===== config.mk =====
export PLATFORM = sky130hd
export DESIGN_NAME = pipe_hazard_ctrl
export DESIGN_NICKNAME = d
export VERILOG_FILES = /design/src/rtl/otter_pipe_pkg.sv /design/src/rtl/hz_wait_timer.sv /design/src/rtl/pipe_hazard_ctrl.sv
export SDC_FILE = /design/constraint.sdc
export NUM_CORES = 1
export LEC_CHECK = 0
export CAP_MARGIN = 25
export CORE_ASPECT_RATIO = 1.4
export CORE_MARGIN = 3
export CORE_UTILIZATION = 30
export CTS_BUF_LIST = sky130_fd_sc_hd__clkbuf_8
export CTS_CLUSTER_SIZE = 40
export DETAILED_ROUTE_END_ITERATION = 6
export PLACE_DENSITY = 0.78
export SYNTH_ARGS = -nofsm -noshare
export SYNTH_HDL_FRONTEND = slang
export SYNTH_SLANG_ARGS = --single-unit

===== constraint.sdc =====
create_clock -name CLK -period 1.6 [get_ports CLK]
set_input_delay 0.32 -clock CLK [delete_from_list [all_inputs] [get_ports CLK]]
set_output_delay 0.32 -clock CLK [all_outputs]
set_load 0.02 [all_outputs]

===== src/rtl/otter_pipe_pkg.sv =====
// rtl/otter_pipe_pkg.sv - shared state, control bundle and constants for the OTTER hazard sequencer
package otter_pipe_pkg;

  typedef enum logic [1:0] {
    RUN         = 2'b00,
    LOAD_BUBBLE = 2'b01,
    MEM_WAIT    = 2'b10
  } hz_state_t;

  typedef struct packed {
    logic pc_we;
    logic pc_redirect;
    logic if_id_we;
    logic id_ex_we;
    logic ex_mem_we;
    logic mem_wb_we;
    logic if_id_flush;
    logic id_ex_flush;
    logic mem_wb_flush;
  } pipe_ctrl_t;

  // Free-running pipeline: every stage advances, nothing squashed.
  localparam pipe_ctrl_t CTRL_RUN = '{
    pc_we: 1'b1, pc_redirect: 1'b0, if_id_we: 1'b1, id_ex_we: 1'b1,
    ex_mem_we: 1'b1, mem_wb_we: 1'b1,
    if_id_flush: 1'b0, id_ex_flush: 1'b0, mem_wb_flush: 1'b0
  };

  // Held in reset: nothing written, all flush inputs forced to NOP.
  localparam pipe_ctrl_t CTRL_RESET = '{
    pc_we: 1'b0, pc_redirect: 1'b0, if_id_we: 1'b0, id_ex_we: 1'b0,
    ex_mem_we: 1'b0, mem_wb_we: 1'b0,
    if_id_flush: 1'b1, id_ex_flush: 1'b1, mem_wb_flush: 1'b1
  };

endpackage


===== src/rtl/hz_wait_timer.sv =====
// rtl/hz_wait_timer.sv - saturating memory-wait counter with sticky timeout flag
module hz_wait_timer #(
  parameter int MEM_TIMEOUT = 64
) (
  input  logic i_clk,
  input  logic i_rst,
  input  logic i_count_en,
  output logic o_timeout
);

  localparam int W = (MEM_TIMEOUT > 0) ? $clog2(MEM_TIMEOUT + 1) : 1;
  localparam logic [W-1:0] LIMIT = W'(MEM_TIMEOUT);

  logic [W-1:0] r_cnt;
  logic [W-1:0] w_cnt_next;
  logic         r_timeout;

  // Saturate at the limit so a very long wait never wraps back to zero.
  always_comb begin
    w_cnt_next = (r_cnt == LIMIT) ? r_cnt : r_cnt + W'(1);
  end

  // Count stalled MEM_WAIT cycles; any cycle without a stalled wait clears the count.
  always_ff @(posedge i_clk) begin
    if (i_rst) begin
      r_cnt     <= '0;
      r_timeout <= 1'b0;
    end else if (i_count_en) begin
      r_cnt <= w_cnt_next;
      if ((MEM_TIMEOUT != 0) && (w_cnt_next == LIMIT)) begin
        r_timeout <= 1'b1;
      end
    end else begin
      r_cnt <= '0;
    end
  end

  assign o_timeout = r_timeout;

endmodule


===== src/rtl/pipe_hazard_ctrl.sv =====
// rtl/pipe_hazard_ctrl.sv - OTTER stall/flush sequencer; PIPE_PERF_CNT_EN builds the perf counters
module pipe_hazard_ctrl
  import otter_pipe_pkg::*;
#(
  parameter int MEM_TIMEOUT = 64,
  parameter int CNT_W       = 32
) (
  input  logic             CLK,
  input  logic             RST,
  input  logic             STALL_REQ,
  input  logic             BR_TAKEN,
  input  logic             DMEM_BUSY,
  output logic             PC_WE,
  output logic             PC_REDIRECT,
  output logic             IF_ID_WE,
  output logic             ID_EX_WE,
  output logic             EX_MEM_WE,
  output logic             MEM_WB_WE,
  output logic             IF_ID_FLUSH,
  output logic             ID_EX_FLUSH,
  output logic             MEM_WB_FLUSH,
  output logic [1:0]       STATE_O,
  output logic             MEM_TIMEOUT_ERR,
  output logic [CNT_W-1:0] STALL_CNT,
  output logic [CNT_W-1:0] FLUSH_CNT,
  output logic [CNT_W-1:0] WAIT_CNT
);

  hz_state_t  r_state;
  hz_state_t  w_next_state;
  pipe_ctrl_t w_ctrl;
  logic       w_wait_en;

  // State register; reset discards any pending bubble or wait.
  always_ff @(posedge CLK) begin
    if (RST) begin
      r_state <= RUN;
    end else begin
      r_state <= w_next_state;
    end
  end

  // Same-cycle decode, priority DMEM_BUSY > BR_TAKEN > STALL_REQ; the encoding 2'b11 falls through as RUN.
  always_comb begin
    w_ctrl       = CTRL_RUN;
    w_next_state = RUN;
    if (RST) begin
      w_ctrl = CTRL_RESET;
    end else if (DMEM_BUSY) begin
      // Freeze the front of the pipe; MEM/WB keeps clocking NOPs so the stalled access is not written back twice.
      w_ctrl.pc_we        = 1'b0;
      w_ctrl.if_id_we     = 1'b0;
      w_ctrl.id_ex_we     = 1'b0;
      w_ctrl.ex_mem_we    = 1'b0;
      w_ctrl.mem_wb_flush = 1'b1;
      w_next_state        = MEM_WAIT;
    end else if (BR_TAKEN) begin
      w_ctrl.pc_redirect = 1'b1;
      w_ctrl.if_id_flush = 1'b1;
      w_ctrl.id_ex_flush = 1'b1;
    end else if (STALL_REQ && (r_state != LOAD_BUBBLE)) begin
      // One bubble only: in LOAD_BUBBLE the load has reached MEM and forwarding covers it.
      w_ctrl.pc_we       = 1'b0;
      w_ctrl.if_id_we    = 1'b0;
      w_ctrl.id_ex_flush = 1'b1;
      w_next_state       = LOAD_BUBBLE;
    end
  end

  assign w_wait_en = (r_state == MEM_WAIT) && DMEM_BUSY;

  hz_wait_timer #(
    .MEM_TIMEOUT(MEM_TIMEOUT)
  ) u_wait_timer (
    .i_clk      (CLK),
    .i_rst      (RST),
    .i_count_en (w_wait_en),
    .o_timeout  (MEM_TIMEOUT_ERR)
  );

  assign PC_WE        = w_ctrl.pc_we;
  assign PC_REDIRECT  = w_ctrl.pc_redirect;
  assign IF_ID_WE     = w_ctrl.if_id_we;
  assign ID_EX_WE     = w_ctrl.id_ex_we;
  assign EX_MEM_WE    = w_ctrl.ex_mem_we;
  assign MEM_WB_WE    = w_ctrl.mem_wb_we;
  assign IF_ID_FLUSH  = w_ctrl.if_id_flush;
  assign ID_EX_FLUSH  = w_ctrl.id_ex_flush;
  assign MEM_WB_FLUSH = w_ctrl.mem_wb_flush;
  assign STATE_O      = r_state;

`ifdef PIPE_PERF_CNT_EN
  logic [CNT_W-1:0] r_stall_cnt;
  logic [CNT_W-1:0] r_flush_cnt;
  logic [CNT_W-1:0] r_wait_cnt;
  logic             w_load_use;

  // An ID/EX flush without a redirect (and outside reset) can only come from a load-use bubble.
  assign w_load_use = w_ctrl.id_ex_flush & ~w_ctrl.pc_redirect & ~RST;

  // Wrapping event counters for bubbles, redirects and busy memory cycles.
  always_ff @(posedge CLK) begin
    if (RST) begin
      r_stall_cnt <= '0;
      r_flush_cnt <= '0;
      r_wait_cnt  <= '0;
    end else begin
      if (w_load_use)         r_stall_cnt <= r_stall_cnt + CNT_W'(1);
      if (w_ctrl.pc_redirect) r_flush_cnt <= r_flush_cnt + CNT_W'(1);
      if (DMEM_BUSY)          r_wait_cnt  <= r_wait_cnt + CNT_W'(1);
    end
  end

  assign STALL_CNT = r_stall_cnt;
  assign FLUSH_CNT = r_flush_cnt;
  assign WAIT_CNT  = r_wait_cnt;
`else
  assign STALL_CNT = '0;
  assign FLUSH_CNT = '0;
  assign WAIT_CNT  = '0;
`endif

endmodule


==> results of run 1 <==
## registers in the layout, summed over array words and instances (netlist names)
register and count:
u_wait_timer.r_cnt 7, u_wait_timer.o_timeout 1, STATE_O 2
## power groups by stage
stage / Combinational [mW] / Sequential [mW] / Clock, mW
floorplan: 0.414 / 0.262 / 0
global placement: 0.286 / 0.259 / 0
detailed placement: 0.287 / 0.259 / 0
CTS: 0.278 / 0.254 / 0.322
global route: 0.305 / 0.254 / 0.334
finish: 0.284 / 0.254 / 0.314
## logic make-up after synthesis
family | count (synthesis) | synth area share, %
and+or+nand+nor | 32 | 13.2
adders and majority gates | 2 | 1.96
DFF | 10 | 15.7
other | 1 | 0.294
AOI/OAI and AO/OA | 8 | 4.22
buffers and inverters | 107 | 60.5
xor gates and xnor gates | 6 | 4.13
## what timing repair did
action / CTS / global route
pin swaps: 1 / 2
endpoints found under the setup margin: 9 / 3
gates resized for setup: 34 / 6
buffers inserted: 1 / 0
## per-stage QoR
stage / util (%) / power [mW] / worst slack (ns)
finish: 30.2 / 0.852 / 0.103
global route: 30.2 / 0.892 / 0.00744
CTS: 30.0 / 0.854 / -0.00515
detailed placement: 29.0 / 0.545 / -0.466
global placement: 29.0 / 0.544 / -0.454
floorplan: - / 0.676 / 0.0977
## area by class of cell
cell class,count,area (um^2),share of cell area [%]
clock buffer,4,55.1,4.54
multi-input combinational,144,671,55.3
sequential,10,200,16.5
inverter,7,26.3,2.17
tap,43,53.8,4.44
timing repair buffer,25,206,17.0
## routing by layer
layer,vias up,GRT usage [%]
met4,0,4.34
met5,-,0
met1,362,6.13
met3,6,2.02
li1,379,-
met2,76,10.7
## how the worst max path moves through the flow
stage	from	end	slack, ns	cells after the start
detailed placement	DMEM_BUSY	PC_WE	-0.47	5
global route	STATE_O[0]$_SDFF_PP0_	ID_EX_FLUSH	0.007	5
global placement	STALL_REQ	ID_EX_FLUSH	-0.45	5
floorplan	DMEM_BUSY	PC_WE	0.1	4
finish	RST	EX_MEM_WE	0.10	5
CTS	STALL_REQ	PC_WE	-0.005	5
## cells in the final DEF, fill, tap and decap left out, drive strengths merged
cell type,n
a21o,1
a21oi,1
a32o,1
and3,1
buf,15
clkbuf,4
clkdlybuf4s15,1
clkdlybuf4s50,1
conb,96
dfxtp,10
dlygate4sd2,5
dlymetal6s2s,3
ha,2
inv,7
nand2,3
nand2b,1
nand3,6
nand4,3
nand4bb,1
nor2,10
nor2b,2
nor3,2
nor4,1
o2111ai,1
o211ai,1
o21ai,3
or2,1
or3,1
xnor2,3
xor2,3
==> flow_metrics.env, run 1 <==
export IMPL_avgRoutedWirePerCell_um=7.88
export IMPL_cp_arrival_ns=1.18
export IMPL_ys_seq_area_share_pct=15.7
export IMPL_dp_cells=228
export IMPL_dieWidth_um=61.1
export IMPL_path_cells="dlygate4sd2_1 > nor2_2 > buf_4 > buf_4 > clkdlybuf4s15_2"
export IMPL_firstDrtPassIters=4
export IMPL_holdCritPathClass="in2reg"
export IMPL_critPathMaxFanout=3
export IMPL_power_frac_clock_pct=36.8
export IMPL_clock_sinks=10
export IMPL_synth_area_leaders="buf_4 58%, dfxtp_1 16%, nor2_1 2.9%"
export IMPL_vias=823
export IMPL_path_class="in2out"
export IMPL_grt_max_degree=8
export IMPL_maxUsedRoutingLayer="met4"
export IMPL_start_kind="input pin"
export IMPL_min_period_over_period_pct=93.6
export IMPL_ys_ff_latch=10
export IMPL_cts_tree="built"
export IMPL_dr_wl_met3_um=292
export IMPL_hold_viol_final=0
export IMPL_stdcell_count=233
export IMPL_pin_count=113
export IMPL_synth_common_cells="98 x buf_4, 10 x dfxtp_1, 10 x nor2_1, 6 x inv_1, 5 x nand3_1"
export IMPL_clk_latency_ns=0.24
export IMPL_crit_slowest_cell="dlygate4sd2_1"
export IMPL_synthesis_instances=166
export IMPL_fin_nets=198
export IMPL_htree_levels=1
export IMPL_switchingPower_mw=0.345
export IMPL_crit_top_cell="buf_4"
export IMPL_ir_drop_mv=0.478
export IMPL_end_kind="output port"
export IMPL_crit_family="buffers and inverters"
export IMPL_antenna_left=0
export IMPL_num_rows=27
export IMPL_die_h_um=83.1
export IMPL_hold_ws_ns=0.337
export IMPL_reg2reg_depth=7
export IMPL_sequentialPowerShare_pct=29.9
export IMPL_cap_violations=0
export IMPL_synth_distinct_cells=30
export IMPL_r2r_start="u_wait_timer.r_cnt[0]$_SDFF_PP0_"
export IMPL_totalWireLength_um=1840
export IMPL_initial_core_util_pct=31.7
export IMPL_synth_most_common_cell="buf_4"
export IMPL_antenna_found_initial=0
export IMPL_finClkSkew_ns=0.00250
export IMPL_grt_pass1_vias=616
export IMPL_regToRegSetupSlack_ns=0.18
export IMPL_rr_endpoint="u_wait_timer.o_timeout$_SDFFE_PP0P_"
export IMPL_ctsHoldBuffers=0
export IMPL_stdcell_area_um2=1210
export IMPL_p_int_mw=0.506
export IMPL_critPathMaxStageDelay_ns=0.26
export IMPL_switching_share_pct=40.6
export IMPL_grt_first_pass_wirelength_um=2500
export IMPL_place_congestion=0.859
export IMPL_dpl_hpwl_um=1590
export IMPL_syn_area_um2=1270
export IMPL_drt_initial_drc_count=11
export IMPL_dr_wl_met2_um=962
export IMPL_area_growth_pct=-4.81
export IMPL_synth_edff_count=0
export IMPL_min_path_cells=2
export IMPL_via_per_inst=3.53
export IMPL_grt_use_total_pct=6.33
export IMPL_yosysWarnings=0
export IMPL_rsz0062_at_grt="false"
export IMPL_fillers=438
export IMPL_syn_mean_instance_area_um2=7.67
export IMPL_yosys_most_used_dff="dfxtp_1"
export IMPL_comb_power_share_pct=33.3
export IMPL_path_clk_slew_ns=0.05
export IMPL_diodes=0
export IMPL_met1_length_um=539
export IMPL_setup_tns_ns=0
export IMPL_min_to="STATE_O[0]$_SDFF_PP0_"
export IMPL_period_needed_ns=1.50
export IMPL_overflow=0
export IMPL_async_reset_ff_share_pct=0
export IMPL_setup_viol=0
export IMPL_drt_drc_violations_left=0
export IMPL_hold_start="BR_TAKEN"
export IMPL_placed_area_um2=1160
export IMPL_synth_top_area_cell="buf_4"
export IMPL_critPathRequiredTime_ns=1.28
export IMPL_status="complete, no violations"
export IMPL_dieArea_um2=5070
export IMPL_cts_root_buf="clkbuf_8"
export IMPL_drv_slew=0
export IMPL_port_buffers=16
export IMPL_drive_gt1_share_pct=13.7
export IMPL_path_buf_inv=4
export IMPL_cts_buffers=3
export IMPL_leakagePower_nw=0.687
export IMPL_core_area_um2=4020
export IMPL_clock_path_buffers=2
export IMPL_power_density_nw_per_um2=702
export IMPL_synth_top_area_share_pct=57.8
export IMPL_max_freq_mhz=668
Power figures use the tool's default switching activity.
==> inputs of run 2 (changes only) <==
--- a/config.mk
+++ b/config.mk
@@ -7,12 +7,12 @@
 export LEC_CHECK = 0
 export CAP_MARGIN = 25
 export CORE_ASPECT_RATIO = 1.4
-export CORE_MARGIN = 3
 export CORE_UTILIZATION = 30
 export CTS_BUF_LIST = sky130_fd_sc_hd__clkbuf_8
 export CTS_CLUSTER_SIZE = 40
 export DETAILED_ROUTE_END_ITERATION = 6
 export PLACE_DENSITY = 0.78
+export SKIP_LAST_GASP = 1
 export SYNTH_ARGS = -nofsm -noshare
 export SYNTH_HDL_FRONTEND = slang
 export SYNTH_SLANG_ARGS = --single-unit
==> constraint.sdc (replaced) <==
create_clock -name CLK -period 1.74 [get_ports CLK]
set_input_delay 0.348 -clock CLK [delete_from_list [all_inputs] [get_ports CLK]]
set_output_delay 0.348 -clock CLK [all_outputs]
set_load 0.02 [all_outputs]
==> flow_metrics.env, run 2 (synthesis results as in run 1) <==
export IMPL_fin_ws_ns=0.0286
export IMPL_hold_viol_final=0
export IMPL_drt_initial_drc_count=31
export IMPL_stdcell_count=232
export IMPL_grt_first_pass_wirelength_um=2590
export IMPL_mostFrequentLayoutCells="96 x conb_1, 11 x buf_4, 10 x dfxtp_1"
export IMPL_core_area_um2=3990
export IMPL_antenna_found_initial=0
export IMPL_htree_levels=1
export IMPL_grt_max_degree=8
export IMPL_die_h_um=79.1
export IMPL_largest_reg_flops=7
export IMPL_dp_cells=229
export IMPL_grt_use_total_pct=7.76
export IMPL_initial_core_util_pct=32.0
export IMPL_post_cts_buffers=0
export IMPL_critPathRequiredTime_ns=1.39
export IMPL_violations="DRC"
export IMPL_via_per_inst=3.50
export IMPL_power_density_nw_per_um2=627
export IMPL_diodes=0
export IMPL_period_needed_ns=1.71
export IMPL_holdCritPathClass="reg2reg"
export IMPL_num_rows=27
export IMPL_pin_count=113
export IMPL_dieArea_um2=4510
export IMPL_avgRoutedWirePerCell_um=7.27
export IMPL_cts_buffers=3
export IMPL_cap_violations=0
export IMPL_clock_path_buffers=2
export IMPL_cp_arrival_ns=1.36
export IMPL_clk_latency_ns=0.24
export IMPL_drive_gt1_share_pct=12.7
export IMPL_path_clk_slew_ns=0.05
export IMPL_area_growth_pct=-7.66
export IMPL_utilization_pct=29.5
export IMPL_leakagePower_nw=0.633
export IMPL_ir_drop_mv=0.357
export IMPL_place_ws_ns=-0.418
export IMPL_critPathMaxFanout=4
export IMPL_firstDrtPassIters=6
export IMPL_stdcell_area_um2=1180
export IMPL_hold_ws_ns=0.488
export IMPL_clock_sinks=10
export IMPL_vias=811
export IMPL_dpl_hpwl_um=1410
export IMPL_rsz0062_at_grt="true"
export IMPL_final_common_cell="conb_1"
export IMPL_end_kind="output port"
export IMPL_finClkSkew_ns=0.000867
export IMPL_place_congestion=0.787
export IMPL_placed_area_um2=1170
export IMPL_start_kind="input pin"
export IMPL_drv_slew=0
export IMPL_fin_nets=198
export IMPL_ctsHoldBuffers=0
export IMPL_cts_tree="built"
export IMPL_drt_drc_violations_left=18
export IMPL_dieWidth_um=57.1
export IMPL_min_period_over_period_pct=98.4
export IMPL_cts_root_buf="clkbuf_8"
export IMPL_path_class="in2out"
export IMPL_setup_viol=0
export IMPL_largest_register="u_wait_timer.r_cnt"
export IMPL_overflow=0
export IMPL_totalWireLength_um=1690
export IMPL_port_buffers=16
export IMPL_max_freq_mhz=584
export IMPL_grt_pass1_vias=598
export IMPL_antenna_left=0
export IMPL_status="finished with violations"
run 2: metrics by stage:
step	total power [mW]	setup TNS, ns
after global placement	0.506	-3.25
final	0.737	0
after global routing	0.773	-0.0587
after floorplan	0.621	0
after CTS	0.745	0
after detailed placement	0.506	-3.62
run 2: final cells by class:
cell class              instances  area (um^2)
clock buffers                   3         41.3
fillers                       427         2810
inverters                       7         26.3
multi-input cells             144          662
flip-flops and latches         10          200
well taps                      43         53.8
repair buffers                 25          193
run 2: final timing paths:
path                                               to  slack, ns                           startpoint  depth (start not counted)
setup / recovery                         MEM_WB_FLUSH       0.03                                  RST                          5
hold / removal    u_wait_timer.o_timeout$_SDFFE_PP0P_       0.49  u_wait_timer.o_timeout$_SDFFE_PP0P_                          1
setup reg to reg  u_wait_timer.o_timeout$_SDFFE_PP0P_       0.19     u_wait_timer.r_cnt[0]$_SDFF_PP0_                          5
hold reg to reg   u_wait_timer.o_timeout$_SDFFE_PP0P_       0.49  u_wait_timer.o_timeout$_SDFFE_PP0P_                          1
run 2: critical path, cell delays in order:
cell	delay (ns)
clkdlybuf4s50_1	0.45
nor2_2	0.13
inv_2	0.07
buf_4	0.12
clkdlybuf4s15_2	0.24
run 2: report_power, final:
part	total (mW)	switching [mW]	internal, mW
logic	0.261	0.224	0.0377
clock network	0.241	0.0897	0.151
registers	0.235	0.00240	0.232
run 2: routing by layer:
metal | track usage (%) | routed length, um
met4 | 7.32 | 65
met5 | 0 | 0
met2 | 14.5 | 879
met3 | 1.79 | 225
met1 | 6.52 | 516
run 2: repair_timing:
item	CTS	global route
pin swaps	1	1
endpoints found under the setup margin	9	8
cloned	0	0
gates resized for setup	29	7
hold endpoints to repair	0	0
